### src/rtl/mc_controller.sv
// mc_controller: multicycle sequencing controller for the ARM subset core.
// It steps one instruction through FETCH/DECODE/EXEC/MEM/WB states.
// It drives the datapath select lines and owns the NZCV flag register.
// Optional feature: define MC_CMP_EN to decode CMP (funct[4:1]=1010 with S=1).
// Encoding of Instr (bits 31:12 of the instruction):
//   [19:16] cond, [15:14] op, [13:8] funct, [7:4] rn, [3:0] rd.
module mc_controller #(
   parameter int STATE_W = 4
) (
   input  logic               clk,
   input  logic               reset,
   input  logic [19:0]        Instr,
   input  logic [3:0]         ALUFlags,
   output logic               PCWrite,
   output logic               AdrSrc,
   output logic               MemWrite,
   output logic               IRWrite,
   output logic [1:0]         ResultSrc,
   output logic [1:0]         ALUControl,
   output logic               ALUSrcA,
   output logic [1:0]         ALUSrcB,
   output logic [1:0]         ImmSrc,
   output logic               RegWrite,
   output logic [1:0]         RegSrc,
   output logic [STATE_W-1:0] state
);

   typedef enum logic [3:0] {
      FETCH  = 4'd0,
      DECODE = 4'd1,
      MEMADR = 4'd2,
      MEMRD  = 4'd3,
      MEMWB  = 4'd4,
      MEMWR  = 4'd5,
      EXECR  = 4'd6,
      EXECI  = 4'd7,
      ALUWB  = 4'd8,
      BRANCH = 4'd9
   } state_t;

   state_t     cur_state;
   state_t     next_state;
   logic [3:0] flags;
   logic [3:0] capture;

   logic [3:0] cond;
   logic [1:0] op;
   logic [5:0] funct;
   logic [3:0] rd;
   logic       unused_rn;

   logic       cond_ex;
   logic       dp_valid;
   logic       dp_arith;
   logic       dp_writes;
   logic [1:0] dp_alu;
   logic       nz_we;
   logic       cv_we;

   assign cond      = Instr[19:16];
   assign op        = Instr[15:14];
   assign funct     = Instr[13:8];
   assign rd        = Instr[3:0];
   assign unused_rn = ^Instr[7:4];

   // Evaluate the condition field against the stored flags {N,Z,C,V}.
   always_comb begin
      cond_ex = 1'b0;
      case (cond)
         4'b0000: cond_ex = flags[2];
         4'b0001: cond_ex = ~flags[2];
         4'b0010: cond_ex = flags[1];
         4'b0011: cond_ex = ~flags[1];
         4'b0100: cond_ex = flags[3];
         4'b0101: cond_ex = ~flags[3];
         4'b0110: cond_ex = flags[0];
         4'b0111: cond_ex = ~flags[0];
         4'b1000: cond_ex = flags[1] & ~flags[2];
         4'b1001: cond_ex = ~flags[1] | flags[2];
         4'b1010: cond_ex = (flags[3] == flags[0]);
         4'b1011: cond_ex = (flags[3] != flags[0]);
         4'b1100: cond_ex = ~flags[2] & (flags[3] == flags[0]);
         4'b1101: cond_ex = flags[2] | (flags[3] != flags[0]);
         4'b1110: cond_ex = 1'b1;
         default: cond_ex = 1'b0;
      endcase
   end

   // Decode the data-processing command into an ALU op and writeback/flag class.
   always_comb begin
      dp_valid  = 1'b0;
      dp_arith  = 1'b0;
      dp_writes = 1'b0;
      dp_alu    = 2'b00;
      case (funct[4:1])
         4'b0100: begin dp_valid = 1'b1; dp_arith = 1'b1; dp_writes = 1'b1; dp_alu = 2'b00; end
         4'b0010: begin dp_valid = 1'b1; dp_arith = 1'b1; dp_writes = 1'b1; dp_alu = 2'b01; end
         4'b0000: begin dp_valid = 1'b1; dp_writes = 1'b1; dp_alu = 2'b10; end
         4'b1100: begin dp_valid = 1'b1; dp_writes = 1'b1; dp_alu = 2'b11; end
`ifdef MC_CMP_EN
         4'b1010: begin
            if (funct[0]) begin
               dp_valid = 1'b1;
               dp_arith = 1'b1;
               dp_alu   = 2'b01;
            end
         end
`endif
         default: begin dp_valid = 1'b0; end
      endcase
   end

   // Sequence register; reset abandons whatever instruction was in flight.
   always_ff @(posedge clk) begin
      if (!reset) cur_state <= FETCH;
      else        cur_state <= next_state;
   end

   // Capture ALU flags at the end of EXEC, commit them to NZCV in ALUWB.
   always_ff @(posedge clk) begin
      if (!reset) begin
         flags   <= 4'b0000;
         capture <= 4'b0000;
      end else begin
         if (cur_state == EXECR || cur_state == EXECI) capture <= ALUFlags;
         if (nz_we) flags[3:2] <= capture[3:2];
         if (cv_we) flags[1:0] <= capture[1:0];
      end
   end

   // Next-state and control outputs; every output is forced low while in reset.
   always_comb begin
      next_state = FETCH;
      PCWrite    = 1'b0;
      AdrSrc     = 1'b0;
      MemWrite   = 1'b0;
      IRWrite    = 1'b0;
      ResultSrc  = 2'b00;
      ALUControl = 2'b00;
      ALUSrcA    = 1'b0;
      ALUSrcB    = 2'b00;
      ImmSrc     = 2'b00;
      RegWrite   = 1'b0;
      RegSrc     = 2'b00;
      nz_we      = 1'b0;
      cv_we      = 1'b0;
      case (cur_state)
         FETCH: begin
            IRWrite   = 1'b1;
            ALUSrcA   = 1'b1;
            ALUSrcB   = 2'b10;
            ResultSrc = 2'b10;
            PCWrite   = 1'b1;
            next_state = DECODE;
         end
         DECODE: begin
            ALUSrcA   = 1'b1;
            ALUSrcB   = 2'b10;
            ResultSrc = 2'b10;
            case (op)
               2'b00:   next_state = funct[5] ? EXECI : EXECR;
               2'b01:   begin next_state = MEMADR; ImmSrc = 2'b01; RegSrc = 2'b10; end
               2'b10:   begin next_state = BRANCH; ImmSrc = 2'b10; RegSrc = 2'b01; end
               default: next_state = FETCH;
            endcase
         end
         MEMADR: begin
            ALUSrcB    = 2'b01;
            ImmSrc     = 2'b01;
            next_state = funct[0] ? MEMRD : MEMWR;
         end
         MEMRD: begin
            AdrSrc     = 1'b1;
            next_state = MEMWB;
         end
         MEMWB: begin
            ResultSrc  = 2'b01;
            RegWrite   = cond_ex;
            next_state = FETCH;
         end
         MEMWR: begin
            AdrSrc     = 1'b1;
            MemWrite   = cond_ex;
            RegSrc     = 2'b10;
            next_state = FETCH;
         end
         EXECR, EXECI: begin
            ALUSrcB    = (cur_state == EXECI) ? 2'b01 : 2'b00;
            ALUControl = dp_valid ? dp_alu : 2'b00;
            next_state = ALUWB;
         end
         ALUWB: begin
            if (rd == 4'hF) PCWrite  = cond_ex & dp_writes;
            else            RegWrite = cond_ex & dp_writes;
            nz_we      = funct[0] & cond_ex & dp_valid;
            cv_we      = funct[0] & cond_ex & dp_valid & dp_arith;
            next_state = FETCH;
         end
         BRANCH: begin
            ALUSrcA    = 1'b1;
            ALUSrcB    = 2'b01;
            ImmSrc     = 2'b10;
            ResultSrc  = 2'b10;
            PCWrite    = cond_ex;
            next_state = FETCH;
         end
         default: next_state = FETCH;
      endcase
      if (!reset) begin
         PCWrite    = 1'b0;
         AdrSrc     = 1'b0;
         MemWrite   = 1'b0;
         IRWrite    = 1'b0;
         ResultSrc  = 2'b00;
         ALUControl = 2'b00;
         ALUSrcA    = 1'b0;
         ALUSrcB    = 2'b00;
         ImmSrc     = 2'b00;
         RegWrite   = 1'b0;
         RegSrc     = 2'b00;
      end
   end

   assign state = reset ? cur_state : FETCH;

endmodule

### config.mk
export PLATFORM = sky130hd
export DESIGN_NAME = mc_controller
export DESIGN_NICKNAME = d
export VERILOG_FILES = /design/src/rtl/mc_controller.sv
export SDC_FILE = /design/constraint.sdc
export NUM_CORES = 1
export LEC_CHECK = 0
export BUFFER_PORTS_ARGS = -buffer_cell sky130_fd_sc_hd__clkbuf_2
export CAP_MARGIN = 20
export CORE_ASPECT_RATIO = 0.7
export CORE_MARGIN = 2
export CORE_UTILIZATION = 43
export CTS_CLUSTER_DIAMETER = 40
export DETAILED_ROUTE_END_ITERATION = 12
export GPL_ROUTABILITY_DRIVEN = 1
export GPL_TIMING_DRIVEN = 0
export HOLD_SLACK_MARGIN = 0.12
export MAX_ROUTING_LAYER = met4
export PLACE_DENSITY_LB_ADDON = 0.08
export SYNTH_ARGS = -nofsm -noshare
export SYNTH_HDL_FRONTEND = slang
export SYNTH_SLANG_ARGS = --single-unit
export TNS_END_PERCENT = 100
### constraint.sdc
create_clock -name clk -period 1.5 [get_ports clk]
set_clock_uncertainty 0.1 [all_clocks]
set_input_delay 0.075 -clock clk [delete_from_list [all_inputs] [get_ports clk]]
set_output_delay 0.075 -clock clk [all_outputs]
set_load 0.02 [all_outputs]
# Word level (Yosys, flattened, before mapping)
# Index checks and enable logic that the tools add are counted.
[word_totals]
ff_bits = 12
in_bits = 26
out_inout_bits = 20
wordCells = 98
[op_classes]
eq_ne = 31
mux = 39
n_bitwise = 12
reduce_logical = 12
[ops]
columns = ["op", "count"]
rows = [
  ["$eq 4x4->1 const B", 11],
  ["$eq 4x3->1 const B", 9],
  ["$eq 4x2->1 const B", 5],
  ["$pmux 4 s5", 1],
  ["$mux 1", 18],
  ["$pmux 2 s3", 3],
  ["$pmux 2 s2", 4],
  ["$pmux 1 s15", 1],
  ["$mux 2", 7],
  ["$logic_not 4->1", 3],
  ["$pmux 4 s3", 1],
  ["$reduce_or 2->1", 5],
  ["$eq 4x1->1 const B", 2],
  ["$and 1x1->1", 6],
  ["$mux 4", 1],
  ["$not 1->1", 4],
  ["$reduce_or 4->1", 1],
  ["$mux 3", 1],
  ["$pmux 1 s3", 1],
  ["$reduce_or 3->1", 1],
  ["$eq 2x1->1 const B", 1],
  ["$eq 2x2->1 const B", 1],
  ["$logic_not 2->1", 1],
  ["$or 1x1->1", 2],
  ["other kinds (4)", 4],
]

# Logic depth before layout (Yosys ltp)
[logic_depth]
ltp_word = 7
ltp_mapped = 6
ltp_nobuf = 5

# Least setup slack after synthesis
# No wires, ideal clock.
[synth_path]
kind = "flip-flop to output port"
startpoint = "reg cur_state[3]"
endpoint = "out ImmSrc[1]"
t_arrival_ns = 1.755
required_time_ns = 1.325
slack_ns = -0.430
path_stages_with_launch = 6
path_buffers = 0
path_cell_list = "dfxtp_1 > nor2b_1 > nand2b_1 > nor4_1 > inv_1 > nand2_1"
[synth_between]
elab_chain_len = 3
word_cells_on_any_way = 5
classes_between = "3 x eq/ne; 2 x mux"
[synth_rtl]
columns = ["item", "line_no", "text"]
rows = [
  ["from (decl)", "41", "state_t cur_state;"],
  ["from (signal assigned)", "116", "else cur_state <= next_state;"],
  ["$eq 4x4->1, or another cell as far along", "147", "case (cur_state)"],
  ["$pmux 2 s3 *", "147", ""],
  ["$mux 2 *", "209", "if (!reset) begin"],
  ["to (decl)", "22", "output logic [1:0] ImmSrc,"],
]
# Every way passes the cells marked *; elsewhere a longest branch is shown, timed or not.

# Worst setup path after layout
[layout_path]
startpoint = "reg flags[2]"
endpoint = "out RegWrite"
[layout_between]
elab_chain_len = 7
word_cells_on_any_way = 10
classes_between = "4 x mux; 6 x bitwise"
[layout_rtl]
columns = ["item", "line_no", "text"]
rows = [
  ["from (decl)", "43", "logic [3:0] flags;"],
  ["from (signal assigned)", "126", "if (nz_we) flags[3:2] <= capture[3:2];"],
  ["$not 1->1", "71, 78, 82", ""],
  ["$and 1x1->1 (on tied branches)", "82, 78", ""],
  ["$pmux 1 s15 *", "69", "case (cond)"],
  ["$and 1x1->1", "194", "else RegWrite = cond_ex & dp_writes;"],
  ["$mux 1", "193", "if (rd == 4'hF) PCWrite = cond_ex & dp_writes;"],
  ["$pmux 1 s2 *", "147", ""],
  ["$mux 1 *", "209", ""],
  ["to (decl)", "23", "output logic RegWrite,"],
]
# Marked as above.

==> metrics.md <==
| Metric | Value |
|---|---|
| Post-synthesis sequential area ratio | `between 20% and 30%` |
| Fillers | `around 110` |
| Initial antenna violation count | `0` |
| Post-Synth Simple-Gate Area | `39.7%` |
| Worst Hold Slack | `between 0.2 and 0.25 ns` |
| Synth warn | `0` |
| Hold Path Class | `in2reg` |
| Crit path capture type | `output port` |
| Outcome | `complete, but fails checks` |
| Synth Area in Compound Gates | `21.0%` |
| Post-synthesis mux area share | `around 6.6%` |
| Pre-CTS WS | `-0.312 ns` |
| Final Cycle Share | `140%` |
| Initial DRC Count | `134` |
| Slew headroom | `60.9%` |
| Synthesized cell area | `~0.0011 mm2` |
| Largest net degree at the start of global routing | `11` |
| Critical path class | `reg2out` |
| Crit path DAT | `~1.9 ns` |
| Vias in the first global route | `roughly 1,200` |
| Total die area | `~0.003 mm2` |
| CTS tree | `built` |
| Violated checks | `setup timing` |
| Ports | `46` |
| Least-Margin Pin Slew | `0.586 ns` |
| Most instantiated cells after synthesis | `19 x nand2_1, 12 x dfxtp_1, 12 x nor2b_1` |
| Cells after DPL | `around 220` |
| Pwr Density | `531 mW/mm2` |
| Core box area | `~0.0024 mm2` |
| GR Overflow Total | `0` |
| Area leader, netlist | `dfxtp_1` |
| Fmax | `between 0.4 and 0.5 GHz` |
| Post-synth top area share | `22.1%` |
| Final WS setup | `-0.600 ns` |
| Die H | `around 46 um` |
| Worst Setup Start Kind | `flip-flop` |
| Post-DRT Antenna Nets | `0` |
| Avg WL per Cell | `approximately 20 um` |
| Crit-path max FO | `6` |
| Worst skew pair latency | `0.30 ns` |
| Chip Width | `approximately 64 um` |
| Layout cell share with drive strength beyond 1 | `between 50 and 60%` |
| Leakage power | `roughly 0.93 nW` |
| EDFF count, synth | `0` |
| ANT cells | `0` |
| DRC viols | `0` |
| Sink Count | `12` |
| GRT Total Usage | `26.6%` |
| Largest family of logic cells by synthesized area | `simple AND/OR/NAND/NOR gates` |
| Pins Over Slew Limit | `0` |
| Mean number of vias per cell | `5.87` |
| Syn Inst Count | `~140` |
| IO Port Bufs | `39` |
| DP HPWL | `about 2300 um` |
| H-tree depth | `1` |
| Top cells by area, synth | `dfxtp_1 22%, nor2b_1 6.9%, nand2_1 6.6%` |
| Top-count cell post-synth | `nand2_1` |
| Area Growth Syn to Fin | `98.7%` |
| Starting density of the core | `between 40 and 50%` |
| CTS Buf Count | `3` |
| Post-synth cell types | `44` |
| Total number of vias | `between 1,500 and 2,000` |
| Unrepaired setup endpoints after global routing | `yes` |
| Syn Area/Cell | `about 7.6 um2` |
| Final setup violation count | `21` |
| Final wirelength | `a little over 5000 um` |
| Length of the first detailed-routing pass in iterations | `5` |
| Final Hold Fails | `0` |
| Worst-path clk slew | `0.09 ns` |
| Clk buf depth | `2` |
| Async SR Flop Fraction | `0%` |
| Post-Synth XOR/XNOR Area | `4.02%` |
| Max-cap violations | `0` |
| Root Buffer | `clkbuf_4` |
| Non-Filler Instances | `260` |
| Min cycle time layout | `approximately 2.1 ns` |
| Syn_nets | `170` |
| Post-Synth Adder-Cell Area | `0%` |
| # rows | `15` |
| RePlAce Congestion | `approximately 0.86` |
| First-pass GRT wire length | `~5800 um` |
| Ys flop type | `dfxtp_1` |
| Worst EP required | `roughly 1.3 ns` |
| Worst VDD drop | `~470 uV` |
| Synthesized flop and latch total | `12` |
| Fin nets | `between 200 and 300` |
==> report_power, final <==
group | switching (mW) | internal [mW]
Clock | 0.141 | 0.148
Sequential | 0.0171 | 0.320
Combinational | 0.263 | 0.259
==> registers in the layout, summed over array words and instances, names as in the netlist <==
register	cells
capture	4
cur_state	4
flags	4
==> stage by stage <==
step / TNS [ns] / utilization, % / total power, mW / instance area [um2]
3_5_place_dp: -2.27 / 57.5 / 0.619 / 1400
3_3_place_gp: -2.01 / 57.5 / 0.612 / 1400
4_1_cts: -3.54 / 73.7 / 0.985 / 1800
5_1_grt: -6.21 / 88.7 / 1.18 / 2160
6_report: -5.38 / 88.7 / 1.15 / 2160
2_1_floorplan: -0.398 / - / 0.527 / 1170
==> kinds of logic (layout without fill, tap and decap cells) <==
| family | after synthesis | in the layout |
|---|---|---|
| compound gates | 26 | 26 |
| xor+xnor | 5 | 5 |
| simple gates | 78 | 78 |
| buf+inv | 16 | 98 |
| mux | 7 | 7 |
| flops | 12 | 12 |
==> cell type report <==
class / count / area [um2] / area share (%)
multi-input cells: 116 / 1050 / 48.4
repair buffers: 79 / 674 / 31.2
flip-flops and latches: 12 / 262 / 12.1
plain buffers: 7 / 72.6 / 3.35
well taps: 34 / 42.5 / 1.97
clock buffers: 4 / 36.3 / 1.68
inverters: 8 / 30.0 / 1.39
==> layer usage <==
layer	GRT usage [%]	part of all wire, %	routed length [um]
met5	-	0	0
met4	11.1	2.8	144
met3	3.91	8.0	412
met2	43.1	47	2390
met1	34.0	42	2180
==> cell usage in the layout, fill, tap and decap left out, drive strengths merged, types with 4 or more instances in the layout <==
cell type,netlist,final
a21boi,4,4
a21oi,4,4
and2,5,5
and3,4,4
buf,5,48
clkbuf,3,32
dfxtp,12,12
dlygate4sd3,0,10
inv,8,8
mux2i,6,6
nand2,19,19
nand2b,4,4
nand3,8,8
nor2,10,10
nor2b,13,13
nor3,6,6
xor2,4,4
==> repair_timing <==
action / 4_1_cts / 5_1_grt
hold buffers: 9 / 2
pin swaps: 9 / 12
setup buffers: 10 / 19
gates cloned: 0 / 1
gates resized for setup: 54 / 61
setup endpoints to repair: 23 / 22
hold endpoints to repair: 10 / 1
==> path summary, 6_finish.rpt <==
check,from,end,slack [ns],cells past startpoint
setup / recovery,flags[2],RegWrite,-0.60,6
hold / removal,Instr[19],flags[3],0.22,4
setup reg to reg,flags[2],flags[1],-0.37,6
hold reg to reg,capture[2],capture[2],0.38,2
==> critical path, cell delays in order, from the launching register on <==
cell       delay (ns)
dfxtp_4          0.39
nand4bb_4        0.24
o221ai_4         0.22
o311ai_4         0.12
and3_4           0.24
a2111oi_4        0.21
buf_4            0.20
(Power assumes the default switching activity.)
